## src/rtl/seq_det_sched.sv

```systemverilog
// Multi-channel run-of-ones detector: a round-robin arbiter grants one serial
// channel per cycle, and a single shared datapath updates that channel's
// private run counter and reports the outcome one cycle later.
module seq_det_sched #(
  parameter int unsigned NCH     = 4,
  parameter int unsigned RUN_LEN = 3,
  localparam int unsigned CHW    = $clog2(NCH),
  localparam int unsigned CW     = $clog2(RUN_LEN + 1)
) (
  input  logic           clk,
  input  logic           rst,
  input  logic [NCH-1:0] in_valid,
  input  logic [NCH-1:0] in_bit,
  input  logic [NCH-1:0] clr_ch,
  output logic [NCH-1:0] in_ready,
  output logic           det_valid,
  output logic [CHW-1:0] det_ch,
  output logic           det_hit,
  output logic [7:0]     hit_total
);

  logic [CW-1:0]  r_cnt [NCH];
  logic [CHW-1:0] r_rr;
  logic           r_det_valid;
  logic [CHW-1:0] r_det_ch;
  logic           r_det_hit;
  logic [7:0]     r_total;

  logic [NCH-1:0] w_elig;
  logic           w_found;
  logic [CHW-1:0] w_gidx;
  logic [CHW-1:0] w_idx;
  logic           w_xfer;
  logic [CW-1:0]  w_cur;
  logic [CW-1:0]  w_new;
  logic           w_hit;

  // Round-robin search starting one past the last granted channel
  always_comb begin
    w_elig  = in_valid & ~clr_ch;
    w_found = 1'b0;
    w_gidx  = '0;
    w_idx   = '0;
    for (int unsigned k = 1; k <= NCH; k++) begin
      w_idx = r_rr + CHW'(k);
      if (!w_found && w_elig[w_idx]) begin
        w_found = 1'b1;
        w_gidx  = w_idx;
      end
    end
    w_xfer   = w_found & ~rst;
    in_ready = '0;
    in_ready[w_gidx] = w_xfer;
  end

  // Shared counter update for the granted channel; a completed run wraps to 1
  always_comb begin
    w_cur = r_cnt[w_gidx];
    w_new = '0;
    if (in_bit[w_gidx]) begin
      if (w_cur == CW'(RUN_LEN)) w_new = CW'(1);
      else                       w_new = w_cur + CW'(1);
    end
    w_hit = (w_new == CW'(RUN_LEN));
  end

  // Per-channel contexts, arbitration pointer, result registers and hit count
  always_ff @(posedge clk) begin
    if (rst) begin
      for (int unsigned c = 0; c < NCH; c++) r_cnt[c] <= '0;
      r_rr        <= CHW'(NCH - 1);
      r_det_valid <= 1'b0;
      r_det_ch    <= '0;
      r_det_hit   <= 1'b0;
      r_total     <= '0;
    end else begin
      for (int unsigned c = 0; c < NCH; c++) begin
        if (clr_ch[c])                              r_cnt[c] <= '0;
        else if (w_xfer && (w_gidx == CHW'(c)))     r_cnt[c] <= w_new;
      end
      r_det_valid <= w_xfer;
      r_det_hit   <= w_xfer & w_hit;
      if (w_xfer) begin
        r_rr     <= w_gidx;
        r_det_ch <= w_gidx;
        if (w_hit && (r_total != 8'hFF)) r_total <= r_total + 8'd1;
      end
    end
  end

  assign det_valid = r_det_valid;
  assign det_ch    = r_det_ch;
  assign det_hit   = r_det_hit;
  assign hit_total = r_total;

endmodule

```

## config.mk

```make
export PLATFORM = sky130hd
export DESIGN_NAME = seq_det_sched
export DESIGN_NICKNAME = d
export VERILOG_FILES = /design/src/rtl/seq_det_sched.sv
export SDC_FILE = /design/constraint.sdc
export NUM_CORES = 1
export LEC_CHECK = 0
export BUFFER_PORTS_ARGS = -buffer_cell sky130_fd_sc_hd__buf_2
export CAP_MARGIN = 20
export CORE_ASPECT_RATIO = 0.8
export CORE_MARGIN = 2
export CORE_UTILIZATION = 56
export DETAILED_ROUTE_END_ITERATION = 6
export PLACE_DENSITY = 0.83
export SLEW_MARGIN = 5
export SYNTH_ARGS = -nofsm -noshare
export SYNTH_HDL_FRONTEND = slang
export SYNTH_SLANG_ARGS = --single-unit
```

## constraint.sdc

```tcl
create_clock -name clk -period 5.3 [get_ports clk]
set_input_delay 0.265 -clock clk [delete_from_list [all_inputs] [get_ports clk]]
set_output_delay 0.265 -clock clk [all_outputs]
set_load 0.02 [all_outputs]
```

==> metrics.txt, run 1 <==
unrepaired setup endpoints after global routing no; footprint of the multi-input gates 644 sq um; core area 2100 sq um; via count 1,094; leakage power 0.608 nW; most frequent cell on the critical path a21oi_1; vias in the first global route 1,057; Layout area overhead 16.1%; DRT Wirelength 2.64 mm; net count after synthesis 148; Post-DRT Antenna Nets 0; maximum clock path buffer count 2; Critical Path Sink Type flip-flop; CTS sink cnt 22; Placer Congestion 0.966; drt pass-1 iters 4; synthesis-stage register bit count 22; DRT iter0 DRCs 54; startpoint types flip-flop; cell family with most CP delay compound AO/OA/AOI/OAI gates; CP Data Arrival Time 3380 ps; total power 371 uW; Setup Viol. Count Final 0; met1 Use GR 0.285; initial core utilization 0.576; Yosys cell types 40; Synth Instances 132; CTS tree yes; WHS 320 ps; Worst EP required 5550 ps; register area share after synthesis 0.430; Worst Path Buf+Inv 0; Final Hold Fails 0; GR met3 Demand/Resource 0.0568; DR WL/cell 14.1 microns; final period utilization 0.591; die area 2550 sq um; HPWL Detailed 2.09 mm; Remaining DRCs 0; crit path max fanout 15; Max-Cap Viols 0; HP Class input pin to flip-flop; Port-buffer cells 29; chip width 56.0 microns; Syn Std Cell Area 1210 sq um; crit path time final 3130 ps; Synth Warn # 0; largest net degree at the start of global routing 17; Post-Syn Area per Cell 9.17 sq um; number of core rows 15; most frequent cells in the layout 29 x buf_2, 18 x nor2_1, 14 x dfxtp_1, 10 x nand2_1, 9 x a21oi_1; Ant. Diodes 0; commonest non-fill, non-tap cell in the layout buf_2; post_cts resized 0; Worst slew margin 0.597; Setup CP Type flip-flop to flip-flop; nets@finish 179; Worst-Margin Slew 604 ps; routing usage on met2 0.395; GR Overflow Total 0; first-pass GRT wire length 4.46 mm; CTS hold repair buffers 0; Reg clk slew, reported paths 120 ps; cts bufs inserted 3; Top Ports 30; VDD IR-drop max 192 uV; PwrDens 264 nW/um^2; share of cells above drive strength 1 0.272; CP max stage cell or4_1; Chip Height 45.6 microns; Worst path max stage delay 560 ps; final instance area 1410 sq um; register area 520 sq um; Post-CTS Setup Repair Bufs 0; later-pin clock latency in the skew report 300 ps; Max Freq 0.319 GHz; CP cell instances nor3b_2 > a211oi_2 > o21ai_4 > mux2_2 > nor2_1 > a21oi_1 > ha_1 > a221o_1 > or4_1 > a21oi_1; initial antenna violation count 0; status completed; CTS HTree Levels 1; overall global routing resource usage 0.227; fin. max-slew vios 0; setup TNS 0 ps; GRT busiest layer met2; Layout Skew 17.4 ps; clock root cell clkbuf_4; via/cell ratio 5.85; placed inst area 1380 sq um; fill cell count 179
## routing by layer
layer,wire length (microns),vias up
met5,0,-
met4,23,0
met3,120,4
met2,1280,27
met1,1210,513
li1,-,550
## worst reg2reg max path, cell delays in order (launching register included)
cell and delay (ps):
dfxtp_1 370, nor3b_2 280, a211oi_2 90, o21ai_4 340, mux2_2 380, nor2_1 100, a21oi_1 50, ha_1 340
a221o_1 460, or4_1 560, a21oi_1 140
## synthesized netlist by cell type
library cell / n / share of area
o21ai_1: 1 / 0.0041
nand2_1: 10 / 0.031
edfxtp_1: 8 / 0.20
o21ai_0: 2 / 0.0083
ha_1: 2 / 0.021
nand3_1: 7 / 0.029
mux2i_1: 3 / 0.025
mux2_2: 2 / 0.019
nand2b_4: 1 / 0.011
nor3b_2: 2 / 0.021
nand4b_1: 1 / 0.0072
a21o_1: 1 / 0.0062
nor4_1: 1 / 0.0052
inv_1: 8 / 0.025
o41ai_1: 4 / 0.029
nor2_1: 18 / 0.056
o21ba_1: 2 / 0.017
dfxtp_1: 14 / 0.23
nand3b_1: 1 / 0.0062
or4_1: 1 / 0.0062
o2bb2ai_1: 1 / 0.0072
nor2b_2: 2 / 0.014
nand2b_1: 1 / 0.0052
nand4_1: 1 / 0.0052
a221oi_1: 1 / 0.0072
o211ai_1: 1 / 0.0062
or3_1: 5 / 0.026
and2_1: 2 / 0.010
a211oi_1: 1 / 0.0062
o311ai_1: 2 / 0.014
o31ai_1: 1 / 0.0062
o21ai_4: 1 / 0.013
clkbuf_1: 4 / 0.012
a21oi_2: 1 / 0.0072
a31oi_1: 1 / 0.0052
a221o_1: 2 / 0.017
nor2b_1: 2 / 0.010
nor3_1: 3 / 0.012
a21oi_1: 9 / 0.037
a211oi_2: 2 / 0.021
## sequential cells by signal (all words and copies together), names as in the netlist
| register | cells |
|---|---|
| det_hit | 1 |
| hit_total | 8 |
| det_valid | 1 |
| det_ch | 2 |
| r_rr | 2 |
| r_cnt | 8 |
## final timing paths
check	slack (ps)	from	end	cells past startpoint
max	2170	r_rr[0]$_SDFFE_PP1P_	hit_total[3]$_SDFFE_PP0P_	10
min	320	rst	hit_total[3]$_SDFFE_PP0P_	2
max reg2reg	2170	r_rr[0]$_SDFFE_PP1P_	hit_total[3]$_SDFFE_PP0P_	10
min reg2reg	510	r_rr[1]$_SDFFE_PP1P_	r_rr[1]$_SDFFE_PP1P_	2
## cell type report
class | instances | share of cell area
Tap cell | 25 | 0.0223
Sequential cell | 22 | 0.370
Inverter | 8 | 0.0214
Timing Repair Buffer | 30 | 0.109
Clock buffer | 4 | 0.0187
Multi-Input combinational cell | 98 | 0.459
## stage by stage
| step | setup WS, ps | instances | util |
|---|---|---|---|
| 2_1_floorplan | 2600 | 132 | - |
| 3_3_place_gp | 2290 | 183 | 0.656 |
| 3_5_place_dp | 2150 | 183 | 0.656 |
| 4_1_cts | 2160 | 187 | 0.668 |
| 5_1_grt | 1940 | 187 | 0.668 |
| 6_report | 2170 | 187 | 0.668 |
## logic make-up (layout without fill, tap and decap cells)
group | count (synthesis) | in the layout | synth area share
buffers and inverters | 12 | 42 | 0.0372
AOI/OAI and AO/OA | 33 | 33 | 0.212
adders and majority gates | 2 | 2 | 0.0207
muxes | 5 | 5 | 0.0434
and+or+nand+nor | 58 | 58 | 0.256
DFF | 22 | 22 | 0.430
## report_power, final
group	switching [mW]	internal, mW
Clock	0.0470	0.0293
Combinational	0.0654	0.0368
Sequential	0.00606	0.186
Total	0.119	0.252
No activity file was read; power rests on OpenSTA's default activity.
==> run 2, diff against run 1 <==
--- a/config.mk
+++ b/config.mk
@@ -9,9 +9,9 @@
 export CAP_MARGIN = 20
 export CORE_ASPECT_RATIO = 0.8
 export CORE_MARGIN = 2
-export CORE_UTILIZATION = 56
+export CORE_UTILIZATION = 47
 export DETAILED_ROUTE_END_ITERATION = 6
-export PLACE_DENSITY = 0.83
+export PLACE_DENSITY = 0.75
 export SLEW_MARGIN = 5
 export SYNTH_ARGS = -nofsm -noshare
 export SYNTH_HDL_FRONTEND = slang
==> constraint.sdc (replaced) <==
create_clock -name clk -period 2.6 [get_ports clk]
set_input_delay 0.13 -clock clk [delete_from_list [all_inputs] [get_ports clk]]
set_output_delay 0.13 -clock clk [all_outputs]
set_load 0.02 [all_outputs]
==> run 2 against run 1 <==
The run now ends with setup timing left. Cell count up 15%. Core utilization down 1.1 points. Fmax grew 16%. Combinational power increased to 3.0 times the previous value. Die area is 18% higher. Non-clock buffer count up 17. Sequential share of layout area is 4.3 points lower. Flip-flop and latch count unchanged. Hold slack got worse by 160 ps. Critical endpoint is now hit_total[0]$_SDFFE_PP0P_. Largest power group unchanged. Highest routed layer unchanged.
==> metrics.txt, run 2 (same netlist as run 1, synthesis figures left out) <==
number of core rows 16; nets@finish 196; CP max stage cell dfxtp_4; Worst path max stage delay 380 ps; commonest non-fill, non-tap cell in the layout buf_2; fin. max-slew vios 0; leakage power 0.704 nW; reg-to-reg endpoint hit_total[0]$_SDFFE_PP0P_; most frequent cells in the layout 29 x buf_2, 18 x nor2_1, 16 x buf_4, 12 x dfxtp_1, 10 x nand2_1; most frequent cell on the critical path a21oi_1; CP cell instances nor3b_4 > a211oi_2 > o21ai_4 > mux2_4 > nor2_1 > a21oi_1 > ha_1 > a221o_2 > buf_6 > or3_1 > a21oi_1; Critical Path Sink Type flip-flop; DRT Wirelength 3.22 mm; Layout Skew 15.4 ps; Port-buffer cells 29; die area 3000 sq um; Max Freq 0.370 GHz; crit path launch r_rr[0]$_SDFFE_PP1P_; via/cell ratio 5.56; Layout area overhead 32.8%; core area 2440 sq um; status complete, but fails checks; clock power share 0.192; Max-Cap Viols 0; HPWL Detailed 2.37 mm; R2R cell count 11; unrepaired setup endpoints after global routing yes; via count 1,195; Final Hold Fails 0; CTS HTree Levels 1; Setup CP Type flip-flop to flip-flop; initial antenna violation count 0; Seq pwr share 0.457; Remaining DRCs 0; Worst-Margin Slew 333 ps; initial core utilization 0.495; overall global routing resource usage 0.228; RR Startpoint r_rr[0]$_SDFFE_PP1P_; Placer Congestion 0.989; failing checks setup timing; maximum clock path buffer count 2; total power 859 uW; fill cell count 201; HP Class input pin to flip-flop; Worst EP required 2850 ps; dpl ws -114 ps; Critical Path End hit_total[0]$_SDFFE_PP0P_; Final Non-Filler Cells 215; DR WL/cell 15.0 microns; Worst Setup Slack, final -103 ps; final period utilization 1.04; share of cells above drive strength 1 0.374; GR Overflow Total 0; chip width 60.7 microns; CTS hold repair buffers 0; largest net degree at the start of global routing 17; Worst slew margin 0.776; net switching power 281 uW; logic gate share of total power 0.351; Top Ports 30; Setup Viol. Count Final 7; cts bufs inserted 3; PwrDens 535 nW/um^2; later-pin clock latency in the skew report 320 ps; DRT iter0 DRCs 66; clock root cell clkbuf_4; sw frac 0.327; Pint 578 uW; Post-DRT Antenna Nets 0; crit path time final 2700 ps; CTS sink cnt 22; Placed Cells 206; CP Data Arrival Time 2950 ps; CTS tree yes; Chip Height 49.4 microns; drt pass-1 iters 4; vias in the first global route 1,081; startpoint types flip-flop; Reg clk slew, reported paths 130 ps; crit path max fanout 7; Ant. Diodes 0; VDD IR-drop max 321 uV; FF-to-FF setup slack -100 ps; first-pass GRT wire length 5.12 mm
## run 2: cell types whose count changed in the layout (fill, tap and decap cells not counted), sizes merged
| cell | delta |
|---|---|
| buf | +17 |
## run 2: how the worst min path moves through the flow
stage / from / to / slack (ps) / cells after the start
2_1_floorplan: rst / r_rr[1]$_SDFFE_PP1P_ / 230 / 2
3_3_place_gp: det_ch[0]$_SDFFE_PP0P_ / det_ch[0]$_SDFFE_PP0P_ / 460 / 2
3_5_place_dp: det_ch[0]$_SDFFE_PP0P_ / det_ch[0]$_SDFFE_PP0P_ / 480 / 2
4_1_cts: clr_ch[2] / r_cnt[2][1]$_SDFFCE_PN0P_ / 160 / 2
5_1_grt: clr_ch[2] / r_cnt[2][1]$_SDFFCE_PN0P_ / 160 / 2
6_report: clr_ch[2] / r_cnt[2][1]$_SDFFCE_PN0P_ / 160 / 2
## run 2: metal layers
layer | part of all wire | global-route usage | up-vias
met5 | 0 | 0 | -
met4 | 0.014 | 0.0580 | 0
met3 | 0.066 | 0.0557 | 8
met2 | 0.49 | 0.371 | 50
met1 | 0.43 | 0.301 | 557
li1 | - | - | 580
## run 2: layout make-up
| cell class | count | area, sq um | share of cell area |
|---|---|---|---|
| timing repair buffer | 47 | 288 | 0.179 |
| inverter | 8 | 30.0 | 0.0187 |
| multi-input combinational | 98 | 692 | 0.431 |
| tap | 36 | 45.0 | 0.0280 |
| sequential | 22 | 526 | 0.327 |
| clock buffer | 4 | 26.3 | 0.0164 |
## run 2: per-stage QoR
| step | hold WS (ps) | TNS [ps] | cell area (sq um) | utilization |
|---|---|---|---|---|
| finish | 162 | -456 | 1610 | 0.658 |
| global route | 164 | -1280 | 1610 | 0.658 |
| CTS | 161 | -382 | 1580 | 0.645 |
| detailed placement | 482 | -500 | 1490 | 0.611 |
| global placement | 463 | -22.7 | 1490 | 0.611 |
| floorplan | 233 | 0 | 1220 | - |
## run 2: repair_timing
item                       CTS  global route
gates resized for setup      6             4
setup endpoints to repair    6             7
pin swaps                    1             1
buffers inserted             3             2
## run 2: worst max-delay path: cells and delay by family, from the launching register on
| family | cells | cell delay, ps |
|---|---|---|
| muxes | 1 | 310 |
| buffers and inverters | 1 | 160 |
| adders and majority gates | 1 | 300 |
| and+or+nand+nor | 3 | 620 |
| DFF | 1 | 380 |
| AOI/OAI and AO/OA | 5 | 860 |
## run 2: power by group through the flow
stage          registers [mW]  clock network (mW)  logic (mW)
2_1_floorplan           0.408                   0       0.148
3_3_place_gp            0.400                   0       0.253
3_5_place_dp            0.400                   0       0.261
4_1_cts                 0.393               0.168       0.282
5_1_grt                 0.396               0.183       0.320
6_report                0.393               0.165       0.302
